## src/rtl/myo_spi_pkg.sv

```systemverilog
// Shared types and helpers for the myocontrol SPI responder.
package myo_spi_pkg;

  localparam int DEFAULT_WORD_W = 16;

  typedef enum logic {
    IDLE  = 1'b0,
    SHIFT = 1'b1
  } spi_state_e;

  // Index width for a counter over n positions; never narrower than one bit.
  function automatic int idx_w(input int n);
    return (n > 1) ? $clog2(n) : 1;
  endfunction

endpackage

```

## src/rtl/spi_sync_edge.sv

```systemverilog
// Two-flop synchroniser for an asynchronous pin followed by single-cycle rise/fall event pulses.
module spi_sync_edge #(
  parameter logic RESET_VAL = 1'b0
) (
  input  logic clk,
  input  logic reset_n,
  input  logic d_i,
  output logic rise_o,
  output logic fall_o
);

  // [0] metastability catcher, [1] synchronised level, [2] previous level
  logic [2:0] pipe_reg;

  always_ff @(posedge clk or negedge reset_n) begin
    if (!reset_n) begin
      pipe_reg <= {3{RESET_VAL}};
    end else begin
      pipe_reg <= {pipe_reg[1:0], d_i};
    end
  end

  assign rise_o = pipe_reg[1] & ~pipe_reg[2];
  assign fall_o = ~pipe_reg[1] & pipe_reg[2];

endmodule

```

## src/rtl/myo_spi_slave.sv

```systemverilog
// SPI mode-0 responder for the myocontrol master link: ss_n-framed word exchange, MSB first,
// with a one-deep tx holding register and IDLE_WORD substitution on underrun.
module myo_spi_slave
  import myo_spi_pkg::*;
#(
  parameter int                WORD_W    = DEFAULT_WORD_W,
  parameter int                MAX_WORDS = 16,
  parameter logic [WORD_W-1:0] IDLE_WORD = '0
) (
  input  logic                        clk,
  input  logic                        reset_n,
  input  logic                        sck_i,
  input  logic                        ss_n_i,
  input  logic                        mosi_i,
  output logic                        miso_o,
  output logic                        miso_oe,
  input  logic [WORD_W-1:0]           tx_data,
  input  logic                        tx_valid,
  output logic                        tx_ready,
  output logic [WORD_W-1:0]           rx_data,
  output logic                        rx_valid,
  output logic [idx_w(MAX_WORDS)-1:0] rx_index,
  output logic                        frame_done,
  output logic                        frame_err,
  output logic                        underrun
);

  localparam int IDX_W = idx_w(MAX_WORDS);
  localparam int CNT_W = idx_w(WORD_W);
  localparam logic [CNT_W-1:0] LAST_BIT = CNT_W'(WORD_W - 1);

  logic sck_rise, sck_fall, ss_rise, ss_fall;
  logic mosi_meta_reg, mosi_s_reg;

  spi_sync_edge #(.RESET_VAL(1'b0)) u_sck_sync (
    .clk     (clk),
    .reset_n (reset_n),
    .d_i     (sck_i),
    .rise_o  (sck_rise),
    .fall_o  (sck_fall)
  );

  // ss_n idles high, so its synchroniser resets high to avoid a false frame start.
  spi_sync_edge #(.RESET_VAL(1'b1)) u_ss_sync (
    .clk     (clk),
    .reset_n (reset_n),
    .d_i     (ss_n_i),
    .rise_o  (ss_rise),
    .fall_o  (ss_fall)
  );

  spi_state_e        state_reg, state_next;
  logic [CNT_W-1:0]  bit_cnt_reg, bit_cnt_next;
  logic [WORD_W-1:0] rx_shift_reg, rx_shift_next;
  logic [WORD_W-1:0] tx_shift_reg, tx_shift_next;
  logic [WORD_W-1:0] hold_reg, hold_next;
  logic              hold_full_reg, hold_full_next;
  logic              reload_reg, reload_next;
  logic [WORD_W-1:0] rx_data_reg, rx_data_next;
  logic              rx_valid_reg, rx_valid_next;
  logic [IDX_W-1:0]  rx_index_reg, rx_index_next;
  logic              frame_done_reg, frame_done_next;
  logic              frame_err_reg, frame_err_next;
  logic              underrun_reg, underrun_next;
  logic              load_tx;
  logic              hold_write;

  assign tx_ready   = ~hold_full_reg;
  assign hold_write = tx_valid & ~hold_full_reg;

  always_comb begin
    state_next      = state_reg;
    bit_cnt_next    = bit_cnt_reg;
    rx_shift_next   = rx_shift_reg;
    tx_shift_next   = tx_shift_reg;
    reload_next     = reload_reg;
    rx_data_next    = rx_data_reg;
    rx_valid_next   = 1'b0;
    rx_index_next   = rx_index_reg;
    frame_done_next = 1'b0;
    frame_err_next  = 1'b0;
    underrun_next   = 1'b0;
    load_tx         = 1'b0;

    // The index advances only after its word's pulse has been seen.
    if (rx_valid_reg) begin
      rx_index_next = rx_index_reg + IDX_W'(1);
    end

    case (state_reg)
      IDLE: begin
        if (ss_fall) begin
          state_next    = SHIFT;
          load_tx       = 1'b1;
          bit_cnt_next  = '0;
          rx_index_next = '0;
          reload_next   = 1'b0;
        end
      end
      SHIFT: begin
        if (sck_rise) begin
          rx_shift_next = {rx_shift_reg[WORD_W-2:0], mosi_s_reg};
          if (bit_cnt_reg == LAST_BIT) begin
            rx_data_next  = {rx_shift_reg[WORD_W-2:0], mosi_s_reg};
            rx_valid_next = 1'b1;
            bit_cnt_next  = '0;
            reload_next   = 1'b1;
          end else begin
            bit_cnt_next = bit_cnt_reg + CNT_W'(1);
          end
        end
        // The fall after a completed word fetches the next tx word instead of shifting.
        if (sck_fall) begin
          if (reload_reg) begin
            load_tx     = 1'b1;
            reload_next = 1'b0;
          end else begin
            tx_shift_next = {tx_shift_reg[WORD_W-2:0], 1'b0};
          end
        end
        // bit_cnt_next already reflects a word completing on this same cycle.
        if (ss_rise) begin
          state_next  = IDLE;
          reload_next = 1'b0;
          if (bit_cnt_next == '0) begin
            frame_done_next = 1'b1;
          end else begin
            frame_err_next = 1'b1;
          end
        end
      end
      default: state_next = IDLE;
    endcase

    if (load_tx) begin
      tx_shift_next = hold_full_reg ? hold_reg : IDLE_WORD;
      underrun_next = ~hold_full_reg;
    end
  end

  // A load and a write can coincide only while empty: the shifter gets IDLE_WORD, the write is kept.
  always_comb begin
    hold_next      = hold_reg;
    hold_full_next = hold_full_reg;
    if (load_tx) begin
      hold_full_next = 1'b0;
    end
    if (hold_write) begin
      hold_next      = tx_data;
      hold_full_next = 1'b1;
    end
  end

  always_ff @(posedge clk or negedge reset_n) begin
    if (!reset_n) begin
      state_reg      <= IDLE;
      bit_cnt_reg    <= '0;
      rx_shift_reg   <= '0;
      tx_shift_reg   <= '0;
      hold_reg       <= '0;
      hold_full_reg  <= 1'b0;
      reload_reg     <= 1'b0;
      rx_data_reg    <= '0;
      rx_valid_reg   <= 1'b0;
      rx_index_reg   <= '0;
      frame_done_reg <= 1'b0;
      frame_err_reg  <= 1'b0;
      underrun_reg   <= 1'b0;
      mosi_meta_reg  <= 1'b0;
      mosi_s_reg     <= 1'b0;
    end else begin
      state_reg      <= state_next;
      bit_cnt_reg    <= bit_cnt_next;
      rx_shift_reg   <= rx_shift_next;
      tx_shift_reg   <= tx_shift_next;
      hold_reg       <= hold_next;
      hold_full_reg  <= hold_full_next;
      reload_reg     <= reload_next;
      rx_data_reg    <= rx_data_next;
      rx_valid_reg   <= rx_valid_next;
      rx_index_reg   <= rx_index_next;
      frame_done_reg <= frame_done_next;
      frame_err_reg  <= frame_err_next;
      underrun_reg   <= underrun_next;
      mosi_meta_reg  <= mosi_i;
      mosi_s_reg     <= mosi_meta_reg;
    end
  end

  assign miso_oe    = (state_reg == SHIFT);
  assign miso_o     = miso_oe & tx_shift_reg[WORD_W-1];
  assign rx_data    = rx_data_reg;
  assign rx_valid   = rx_valid_reg;
  assign rx_index   = rx_index_reg;
  assign frame_done = frame_done_reg;
  assign frame_err  = frame_err_reg;
  assign underrun   = underrun_reg;

endmodule
```

## config.mk

```make
export PLATFORM = sky130hd
export DESIGN_NAME = myo_spi_slave
export DESIGN_NICKNAME = d
export VERILOG_FILES = /design/src/rtl/myo_spi_pkg.sv /design/src/rtl/spi_sync_edge.sv /design/src/rtl/myo_spi_slave.sv
export SDC_FILE = /design/constraint.sdc
export NUM_CORES = 1
export LEC_CHECK = 0
export CORE_MARGIN = 2
export CORE_UTILIZATION = 53
export DETAILED_ROUTE_END_ITERATION = 8
export GPL_ROUTABILITY_DRIVEN = 0
export HOLD_SLACK_MARGIN = 0.05
export PLACE_DENSITY = 0.78
export SYNTH_ARGS = -nofsm -noshare
export SYNTH_HDL_FRONTEND = slang
export SYNTH_SLANG_ARGS = --single-unit
```

## constraint.sdc

```tcl
create_clock -name clk -period 3.4 [get_ports clk]
set_input_delay 0.68 -clock clk [delete_from_list [all_inputs] [get_ports clk]]
set_output_delay 0.68 -clock clk [all_outputs]
set_load 0.05 [all_outputs]
```

==> run metrics <==
outcome completed; Post-Synth Adder-Cell Area 0.702%; FF+latch count, synth 86; Die X 86.0 microns; Crit. End Element output pin; worst hold-check path type reg2reg; total grt overflow 0; Required @ worst endpoint 2720 ps; Synth Area in Compound Gates 5.37%; placed inst area roughly 0.0041 sq mm; fin cells 402; vias per inst ~5.3; first-pass iteration count of the detailed router 4; DRC 0; CTS tree built; share of cells above drive strength 1 a little under a quarter; Synth top cells by count dfrtp_1 (83), mux2_2 (46), nor2_1 (21); initial antenna violation count 0; syn_area_per_cell 13.2 sq um; Mapped Area 0.00356 sq mm; Post-synth ARST share 100%; min cycle time layout 2750 ps; worst reg2reg setup slack 1240 ps; Final Hold Fails 0; CTS buffer count 9; CP Class reg2out; xor and xnor area share after synthesis 0.738%; largest net degree at the start of global routing 87; crit path to miso_o; largest family of logic cells by synthesized area multiplexers; Final Cell Area 0.00426 sq mm; GR Util All Layers 17.7%; max-slew violations 0; TritonCTS Sinks 86; 1st-iter DRT viols 78; Tcrit/Tclk final 81.0%; Yosys top cell by area dfrtp_1; fraction of synthesized area in multiplexers 20.2%; WL/cell 14.6 microns; DR vias 2,125; Die Y 86.0 microns; RSZ-0062 raised after global routing false; Synthesized Nets 293; most numerous cell in the Yosys netlist dfrtp_1; first-pass GRT wire length slightly above 10,000 microns; top fanout value on the critical path 16; # rows 29; CP Launch Point miso_oe; # diodes 0; CTS Buffer Depth 2; final wirelength about 6000 microns; H-tree levels 3; top cell type's share of synthesized area 58.3%; Worst R2R Start miso_oe; die area 0.00739 sq mm; worst vdd ir 0.361 mV; post-synthesis sequential area ratio 60.5%; DP Wirelength 3810 microns; Area Growth Syn to Fin 19.6%; # IOs 49; Detail Route Antenna Nets 0; Initial Util 55.5%; # Max-Cap Violations 0; Max Fclk 363 MHz; port bufs 48; number of flops mapped to enable cells by yosys 0; synth warn 0; post-cts resize count 0; CTS clk-pin slew, worst paths around 90 ps; worst reg-to-reg path cell count 3; fin nets 344; placed cells 386; clk_lat worst skew 360 ps; Core ar. about 0.0064 sq mm; Setup Viol. Count Final 0; PD cells 634 mW/mm^2; type of origin of the critical path register; Area contributors post-synth dfrtp_1 (58%), mux2_2 (15%), mux2i_1 (5.1%), a21oi_1 (2.8%), and2_1 (2.8%); Leak 1.89 nW; Hold-fix buffers, CTS 0; slew margin rel. 30.3%; r2r endpoint rx_data[10]; vias in the first global route 2,201; synthesized instance count 269; Worst Tran Pin Value 1050 ps; Critical Path AT 2070 ps; Synth cell types 38; Post-CTS Setup Inserts 0; primary flip-flop cell chosen by synthesis mapping dfrtp_1; root buffer cell clkbuf_8; simple-gate share of the synthesized area 9.59%; total negative slack 0 ps; clk_skew 10.4 ps
## power breakdown
group	total, W	internal, W	leakage (nW)	switching [W]
sequential	0.00142	0.00127	1.08	0.000145
combinational	0.000619	0.000329	0.723	0.000289
clock	0.000667	0.000273	0.0866	0.000394
total	0.00270	0.00187	1.89	0.000829
## how the worst min path moves through the flow
stage               slack [ps]              startpoint  depth (start not counted)                endpoint
detailed placement         340           mosi_meta_reg                          0              mosi_s_reg
finish                     360   u_ss_sync.pipe_reg[0]                          0   u_ss_sync.pipe_reg[1]
floorplan                  330           mosi_meta_reg                          0              mosi_s_reg
global placement           330  u_sck_sync.pipe_reg[0]                          0  u_sck_sync.pipe_reg[1]
CTS                        360   u_ss_sync.pipe_reg[0]                          0   u_ss_sync.pipe_reg[1]
global route               370   u_ss_sync.pipe_reg[0]                          0   u_ss_sync.pipe_reg[1]
## stage by stage
stage	power [W]	utilization, %	setup WS [ps]	hold slack, ps
finish	0.00270	66.3	646	359
global route	0.00286	66.3	553	367
CTS	0.00273	66.3	631	360
detailed placement	0.00206	63.5	1030	339
global placement	0.00203	63.5	1070	334
floorplan	0.00187	-	1170	331
## worst max-delay path: stages (launching register included)
cell             delay, ps
dfrtp_1                690
and2_1                 220
clkdlybuf4s50_1        800
## cell usage in the layout (no fill, tap or decap), types with 3 or more instances in the layout
master,n
inv_6,3
a31oi_1,3
a21oi_1,20
dfstp_2,3
and2_1,16
dfrtp_1,83
nand2b_1,3
nor2_1,21
mux2_2,46
buf_4,4
nand2_1,6
nor2b_1,4
inv_1,6
mux2i_1,18
clkbuf_8,9
clkdlybuf4s50_1,47
nand3_1,3
## metal layers
metal	track usage [%]	up-vias	part of all wire, %
li1	-	1033	-
met1	24.2	1049	48
met2	26.4	32	46
met3	3.95	11	2.7
met4	9.96	0	2.4
met5	0	-	0
## cells by family (layout without fill, tap and decap cells)
logic type,count (synthesis),count (layout)
mux,66,66
xor+xnor,3,3
buf+inv,17,73
compound gates,33,33
flops,86,86
fa+ha+maj,2,2
simple gates,62,62
## cell type report
class	instances	area, sq um
Fill cell	494	2160
Sequential cell	86	2160
Multi-Input combinational cell	166	1310
Timing Repair Buffer	51	500
Clock buffer	9	124
Tap cell	77	96.3
Clock inverter	7	55.1
Inverter	6	22.5
Power figures use the tool's default switching activity.
